[src/rtl/wb_everloop.sv]
// wb_everloop: Wishbone slave driving the SK6812 RGBW everloop LED ring.
// LED words sit in a small RAM; a bit-timing FSM serialises them on one line.
module wb_everloop #(
   parameter int clk_freq   = 100000000,
   parameter int num_leds   = 35,
   parameter int t0h_cycles = 30,
   parameter int t1h_cycles = 60,
   parameter int bit_cycles = 125,
   parameter int rst_cycles = 8000
) (
   input  logic        clk,
   input  logic        reset,
   input  logic [31:0] wb_adr_i,
   input  logic [31:0] wb_dat_i,
   output logic [31:0] wb_dat_o,
   input  logic [3:0]  wb_sel_i,
   input  logic        wb_stb_i,
   input  logic        wb_cyc_i,
   input  logic        wb_we_i,
   output logic        wb_ack_o,
   output logic        everloop_ctl,
   output logic        intr
);

   localparam int aw   = (num_leds > 1) ? $clog2(num_leds) : 1;
   localparam int cmax = (rst_cycles > bit_cycles) ? rst_cycles : bit_cycles;
   localparam int cw   = (cmax > 1) ? $clog2(cmax) : 1;

   localparam logic [cw-1:0] t0h_last = cw'(t0h_cycles - 1);
   localparam logic [cw-1:0] t1h_last = cw'(t1h_cycles - 1);
   localparam logic [cw-1:0] bit_last = cw'(bit_cycles - 1);
   localparam logic [cw-1:0] rst_last = cw'(rst_cycles - 1);
   localparam logic [aw-1:0] led_last = aw'(num_leds - 1);
   localparam logic [6:0]    nleds7   = 7'(num_leds);

   typedef enum logic [2:0] {IDLE, FETCH, HIGH, LOW, LATCH} state_t;

   if (num_leds < 1 || num_leds > 64 || clk_freq < 1 ||
       t0h_cycles < 1 || t1h_cycles >= bit_cycles) begin : g_bad_params
      $error("wb_everloop: illegal parameter set");
   end

   state_t        state_q, state_d;
   logic [cw-1:0] cnt_q;
   logic [4:0]    bit_q;
   logic [aw-1:0] led_q;
   logic [31:0]   shift_q, next_q;
   logic          auto_q, pending_q;
   logic [31:0]   mem [0:(1<<aw)-1];
   logic [31:0]   rdata;
   logic [5:0]    wb_n;
   logic [aw-1:0] wb_idx;
   logic          led_hit, acc, wr, ctrl_wr, start_wr, busy;
   logic          high_end, bit_end, latch_end, word_end, frame_end;
   logic          unused_adr;

   assign wb_n      = wb_adr_i[7:2];
   assign wb_idx    = wb_n[aw-1:0];
   assign led_hit   = wb_adr_i[8] && ({1'b0, wb_n} < nleds7);
   assign acc       = wb_stb_i & wb_cyc_i & ~wb_ack_o;
   assign wr        = acc & wb_we_i;
   assign ctrl_wr   = wr & ~wb_adr_i[8] & (wb_n == 6'd0) & wb_sel_i[0];
   assign start_wr  = ctrl_wr & wb_dat_i[0];
   assign busy      = (state_q != IDLE);
   assign unused_adr = ^{wb_adr_i[31:9], wb_adr_i[1:0]};

   assign high_end  = (cnt_q == (shift_q[31] ? t1h_last : t0h_last));
   assign bit_end   = (cnt_q == bit_last);
   assign latch_end = (cnt_q == rst_last);
   assign word_end  = (bit_q == 5'd31);
   assign frame_end = word_end && (led_q == led_last);

   // LED RAM write port, byte-masked, committed on the ack edge
   always_ff @(posedge clk) begin
      if (wr && led_hit) begin
         for (int b = 0; b < 4; b++) begin
            if (wb_sel_i[b]) mem[wb_idx][8*b +: 8] <= wb_dat_i[8*b +: 8];
         end
      end
   end

   // Register/RAM read mux for the bus
   always_comb begin
      rdata = '0;
      if (wb_adr_i[8]) begin
         if (led_hit) rdata = mem[wb_idx];
      end else begin
         case (wb_n)
            6'd0:    rdata = {30'd0, auto_q, 1'b0};
            6'd1:    rdata = {30'd0, pending_q, busy};
            6'd2:    rdata = 32'(num_leds);
            default: rdata = '0;
         endcase
      end
   end

   // Bus handshake, CTRL and the pending-start flag
   always_ff @(posedge clk) begin
      if (reset) begin
         wb_ack_o  <= 1'b0;
         wb_dat_o  <= '0;
         auto_q    <= 1'b0;
         pending_q <= 1'b0;
      end else begin
         wb_ack_o <= wb_stb_i & wb_cyc_i & ~wb_ack_o;
         wb_dat_o <= (acc && !wb_we_i) ? rdata : '0;
         if (ctrl_wr) auto_q <= wb_dat_i[1];
         if (start_wr && busy) pending_q <= 1'b1;
         else if (state_d == FETCH) pending_q <= 1'b0;
      end
   end

   // Next-state logic for the bit-timing FSM
   always_comb begin
      state_d = state_q;
      unique case (state_q)
         IDLE:  if (start_wr || pending_q) state_d = FETCH;
         FETCH: state_d = HIGH;
         HIGH:  if (high_end) state_d = LOW;
         LOW:   if (bit_end) state_d = frame_end ? LATCH : HIGH;
         LATCH: if (latch_end) state_d = (auto_q || pending_q) ? FETCH : IDLE;
         default: state_d = IDLE;
      endcase
   end

   // State register plus registered line and frame-done pulse
   always_ff @(posedge clk) begin
      if (reset) begin
         state_q      <= IDLE;
         everloop_ctl <= 1'b0;
         intr         <= 1'b0;
      end else begin
         state_q      <= state_d;
         everloop_ctl <= (state_d == HIGH);
         intr         <= (state_q == LATCH) && latch_end;
      end
   end

   // Cycle/bit/LED counters, shift register and next-word prefetch
   always_ff @(posedge clk) begin
      if (reset) begin
         cnt_q   <= '0;
         bit_q   <= '0;
         led_q   <= '0;
         shift_q <= '0;
         next_q  <= '0;
      end else begin
         unique case (state_q)
            FETCH: begin
               shift_q <= mem[0];
               cnt_q   <= '0;
               bit_q   <= '0;
               led_q   <= '0;
            end
            HIGH: begin
               cnt_q <= cnt_q + cw'(1);
               if (word_end && cnt_q == '0 && led_q != led_last)
                  next_q <= mem[led_q + aw'(1)];
            end
            LOW: begin
               if (bit_end) begin
                  cnt_q <= '0;
                  if (!word_end) begin
                     bit_q   <= bit_q + 5'd1;
                     shift_q <= shift_q << 1;
                  end else if (led_q != led_last) begin
                     bit_q   <= '0;
                     led_q   <= led_q + aw'(1);
                     shift_q <= next_q;
                  end
               end else begin
                  cnt_q <= cnt_q + cw'(1);
               end
            end
            LATCH:   cnt_q <= latch_end ? '0 : cnt_q + cw'(1);
            default: cnt_q <= '0;
         endcase
      end
   end

endmodule

[config.mk]
export PLATFORM = sky130hd
export DESIGN_NAME = wb_everloop
export DESIGN_NICKNAME = d
export VERILOG_FILES = /design/src/rtl/wb_everloop.sv
export SDC_FILE = /design/constraint.sdc
export NUM_CORES = 2
export LEC_CHECK = 0
export BUFFER_PORTS_ARGS = -buffer_cell sky130_fd_sc_hd__buf_2
export CAP_MARGIN = 20
export CORE_ASPECT_RATIO = 0.75
export CORE_MARGIN = 2
export CORE_UTILIZATION = 55
export CTS_BUF_LIST = sky130_fd_sc_hd__clkbuf_8
export CTS_CLUSTER_SIZE = 12
export DETAILED_ROUTE_END_ITERATION = 10
export PLACE_DENSITY = 0.7
export REMOVE_ABC_BUFFERS = 1
export SETUP_SLACK_MARGIN = 0.05
export SYNTH_ARGS = -nofsm -noshare
export SYNTH_HDL_FRONTEND = slang
export SYNTH_SLANG_ARGS = --single-unit
[constraint.sdc]
create_clock -name clk -period 4.58 [get_ports clk]
set_clock_uncertainty 0.15 [all_clocks]
set_input_delay 0.229 -clock clk [delete_from_list [all_inputs] [get_ports clk]]
set_output_delay 0.229 -clock clk [all_outputs]
set_load 0.1 [all_outputs]
* After elaboration in Yosys (flattened, before gate mapping) *
Memories as Yosys holds them, arrays and structs flattened. A register that Yosys moved wholly into a read port is not among the register bits.
Index checks and enable logic that the tools add are counted.
Widths: inputs -> output; s select.

storage, ports and cells
  register bits = 96
  RAM bits = 2048
  input port bits = 73
  memories kept = 1

memories
  memory  depth  bits a word  rd ports  clocked after memory_dff  wr ports  RTL line  RTL
  mem     64     32           3         1                         1         49        logic [31:0] mem [0:(1<<aw)-1];

cells by class
  add/sub/neg operators = 3
  $lt $le $gt $ge = 1
  equality and inequality tests = 18
  muxes and demuxes = 40
  bitwise gates (word level) = 10
  reduce and logical (&&, ||, !) cells = 21

operators with widths
  cell                   number
  $mux 32                5
  $pmux 32 s2            1
  $pmux 13 s3            1
  $mux 13                2
  $mux 6                 4
  $pmux 6 s3             1
  $mux 1                 15
  $mux 3                 5
  $mux 5                 3
  $pmux 3 s5             1
  $add 13x1->13 const B  1
  $eq 13x13->1 const B   1
  $eq 13x6->1            1
  $eq 13x7->1 const B    1
  $logic_not 13->1       1
  $pmux 6 s2             1
  $pmux 5 s2             1
  $eq 3x2->1 const B     3
  $logic_and 1x1->1      8
  $and 1x1->1            7
  $add 6x1->6 const B    1
  $eq 3x1->1 const B     2
  $eq 6x1->1 const B     1
  $eq 6x2->1 const B     1
  19 further kinds       25

* Logic depth before layout (Yosys ltp) *
  word-level depth = 13
  mapped depth = 13
  depth with buffers taken out = 9

* Worst setup path after synthesis *
Ideal clock, no wire load.

  kind = register to register
  start point = register led_q[0]
  end point = register next_q[10], read port of mem
  setup time = 117 ps
  data arrival time = 2890 ps
  slack = 1423 ps
  stages on the path, launching flop included = 14
  path buffers = 6
  clock period less this slack = 3157 ps
  cell sequence = dfxtp_1 -> buf_2 -> buf_2 -> buf_2 -> inv_1 -> ha_1 -> buf_2 -> clkbuf_1 -> clkbuf_1 -> mux4_2 -> mux2i_1 -> a32oi_1 -> a32oi_1 -> nand2_1

on the way
  word-level cells in the longest chain between the ends = 3

RTL lines
  item                                                 RTL line  RTL
  from (decl)                                          46        logic [aw-1:0] led_q;
  from (signal assigned)                               168       led_q <= led_q + aw'(1);
  branches (longest 3 deep; another with $add 6x1->6)  -
  to (decl)                                            47        logic [31:0] shift_q, next_q;

Several ways; the timed one is not identified.
A chain may end at the register's enable or synchronous reset.

* Worst setup path after layout *
  start point = input port wb_adr_i[3]
  end point = register pending_q

on the way
  word-level cells in the longest chain between the ends = 9

RTL lines
  item                                RTL line  RTL
  from (decl)                         13        input logic [31:0] wb_adr_i,
  $logic_not 6->1 *                   62        assign ctrl_wr = wr & ~wb_adr_i[8] & (wb_n == 6'd0) & wb_sel_i[0];
  $and 1x1->1 * (2 in a row)          62
  $and 1x1->1 *                       63        assign start_wr = ctrl_wr & wb_dat_i[0];
  $logic_or 1x1->1                    117       IDLE: if (start_wr || pending_q) state_d = FETCH;
  $mux 3                              117
  $pmux 3 s5                          116       unique case (state_q)
  $eq 3x1->1                          109       else if (state_d == FETCH) pending_q <= 1'b0;
  $reduce_bool 2->1 (no source line)  -
  to (signal assigned)                103       pending_q <= 1'b0;
  to (signal assigned)                108       if (start_wr && busy) pending_q <= 1'b1;
  to (signal assigned)                109
  to (decl)                           48        logic auto_q, pending_q;

Mark *: on every way between the ends. The rest lies on a longest branch, timed or not.

==> summary.txt <==
CTS tree - done
Final setup viols - 0
initial antenna violation count - 24
Tot Pwr - 41300 uW
post-CTS sizing - 0
drc violations - 0
Final #Nets - 7614
Placed Cells - 9507
Die H - 374 um
Root Buffer - clkbuf_8
P_leak - 0.0398 uW
FF-to-FF End - next_q[3]
cell with the most instances after synthesis - edfxtp_1
FF+latch count, synth - 2176
crit end category - flip-flop
Cell Pwr Density - 358 nW/um^2
Vias/cell - 6.85
Worst Path Arrival - 5170 ps
final std cells w/o fill - 10200
min-delay src - wb_dat_i[4]
top cell type's share of synthesized area - 61.1%
die footprint - 186000 um^2
status - finished, final reports clean
total grt overflow - 0
critical path launch point type - input port
Mapped Avg Cell Area - 16.1 um^2
RSZ-0062 raised after global routing - no
Tcrit/Tclk final - 93.6%
routed len/inst - 33.7 um
pre-CTS setup slack - 877 ps
Met3 Routed Length - 60100 um
highest routed layer - met5
Iteration-0 DRC Markers - 12500
CORE AREA - 181000 um^2
row count - 135
largest cells by area after synthesis - edfxtp_1 61%, mux4_2 14%, mux2i_1 3.4%, dfxtp_1 2.5%, nand2_1 2.4%
IO buf count - 82
post-route ant nets - 0
First-pass DRT Iterations - 7
Max Cap Violations - 0
final WL - 344000 um
P&R area growth vs syn - 14.9%
Switching Fraction - 24.3%
CTS clk-pin slew, worst paths - 70 ps
fin worst setup slack - 291 ps
via count - 69900
most common flop cell mapped by yosys - edfxtp_1
Synth Cell Area - 101000 um^2
CP required - 5460 ps
post-synthesis cell count - 6266
CTS buffer count - 340
register-to-register setup slack - 730 ps
Placer Congestion - 0.925
CP startpoint - wb_adr_i[3]
largest net degree at the start of global routing - 93
worst r2r src - led_q[0]
utilization after layout - 63.8%
hold crit path type - in -> reg
Comb power frac - 7.2%
vias in the first global route - 67700
GRT Total Usage - 36.4%
Post-synth top cells - 2048 x edfxtp_1, 638 x nand2_1, 623 x mux4_2
Max Root-Sink Buffers - 4
htree depth - 5
Final Hold Vio Count - 0
dpl hpwl - 209000 um
sequential share of the synthesized area - 63.7%
worst skew pair latency - 1080 ps
Slew @ Worst Pin - 1270 ps
cells on worst reg2reg path - 8
Slew HR - 15.1%
pins over their slew limit - 0
IO Count - 108
Sink Count - 2176
Async SR Flop Fraction - 0%
Max IR drop VDD - 0.284 mV
clock share of power - 37.5%
Initial Util - 55.6%
layout cells sized above 1 - 22.2%
Final min period - 4290 ps
Synth cell types - 94
Int Power - 31300 uW
leading area contributor after synthesis - edfxtp_1
Setup CP Type - in -> reg
chip width - 498 um
first-pass GRT wire length - 483000 um
Crit Path Max Fanout - 53
EDFF count, synth - 2048
hold depth - 2
wire length on met1 - 117000 um
Psw - 10000 uW
WHS Endpoint - mem[52][4]
DR WL met2 - 145000 um
Highest Clock Rate - 233 MHz
placed cell area - 108000 um^2
post-route cell area - 116000 um^2
setup bufs post-CTS - 0
YS warnings - 0
Sequential Power Share - 55.3%
timing repair:
item / CTS / global route
endpoints found under the setup margin: 0 / 0
hold buffers: 61 / 9
hold endpoints to repair: 2475 / 71
metal layers:
metal	vias up	GRT usage [%]
met5	-	0.359
met4	24	19.1
met3	1284	15.4
met2	6378	51.4
met1	34700	48.0
li1	27500	-
per-stage QoR:
stage               TNS [ps]  hold slack [ps]
floorplan           -1834240              148
global placement           0              293
detailed placement         0              299
CTS                        0              214
global route               0             55.6
finish                     0             54.4
cell families (layout without fill, tap and decap cells):
kind of cell | after synthesis | after routing | share of synthesized area, %
other | 1 | 946 | 0.00373
AND/OR/NAND/NOR | 1169 | 1169 | 4.90
buffers and inverters | 548 | 1142 | 2.93
flip-flops | 2176 | 2176 | 63.7
AO/OA/AOI/OAI | 1221 | 1221 | 9.05
multiplexers | 1130 | 1130 | 19.2
adder cells (fa/ha/maj) | 6 | 6 | 0.0746
XOR/XNOR | 15 | 15 | 0.131
state kept, by name (all words and copies together) (netlist names):
| signal | flops |
|---|---|
| shift_q | 32 |
| intr | 1 |
| cnt_q | 13 |
| led_q | 6 |
| wb_ack_o | 1 |
| auto_q | 1 |
| pending_q | 1 |
| bit_q | 5 |
| wb_dat_o | 32 |
| everloop_ctl | 1 |
| next_q | 32 |
| mem | 2048 |
| state_q | 3 |
power groups by stage:
stage          Clock [uW]  Combinational, uW  Sequential, uW
5_1_grt             16400               3070           22900
4_1_cts             15600               2780           22900
3_3_place_gp            0               2700           23200
2_1_floorplan           0               1330           23100
3_5_place_dp            0               2740           23300
6_report            15500               2970           22900
worst max path at each step:
stage                       end  slack (ps)  cells past startpoint
floorplan             next_q[0]      -30190                      6
global placement     next_q[19]         920                      9
detailed placement    next_q[3]         880                      8
CTS                 wb_dat_o[0]         700                     11
global route          pending_q         430                     11
finish                pending_q         290                     11
area by class of cell:
| type | count | area [um^2] |
|---|---|---|
| Antenna cell | 18 | 45.0 |
| Clock buffer | 370 | 5090 |
| Clock inverter | 224 | 1060 |
| Fill cell | 13300 | 65500 |
| Inverter | 12 | 57.6 |
| Multi-Input combinational cell | 4469 | 37300 |
| Sequential cell | 2176 | 64100 |
| Tap cell | 2397 | 3000 |
| Timing Repair Buffer | 536 | 4980 |
cell usage in the layout, fill, tap and decap left out, types with 95 or more instances in the layout:
| cell type | count |
|---|---|
| a21oi_1 | 206 |
| a221oi_1 | 198 |
| a22oi_1 | 153 |
| a32oi_1 | 131 |
| buf_4 | 309 |
| clkbuf_8 | 370 |
| conb_1 | 928 |
| dfxtp_1 | 127 |
| edfxtp_1 | 2048 |
| inv_1 | 128 |
| mux2_2 | 158 |
| mux2i_1 | 340 |
| mux4_2 | 623 |
| nand2_1 | 638 |
| nand3_1 | 95 |
| nor2_1 | 297 |
| o21ai_0 | 122 |
critical path, stage by stage:
cell and delay [ps]:
dlygate4sd3_1 560, buf_8 200, buf_12 360, nor2_4 500, nand2_1 670, nor3_1 340
dlygate4sd3_1 580, nand3_1 70, dlygate4sd3_1 630, a31oi_1 200, dlygate4sd3_1 570
No activity file was read; power rests on OpenSTA's default activity.
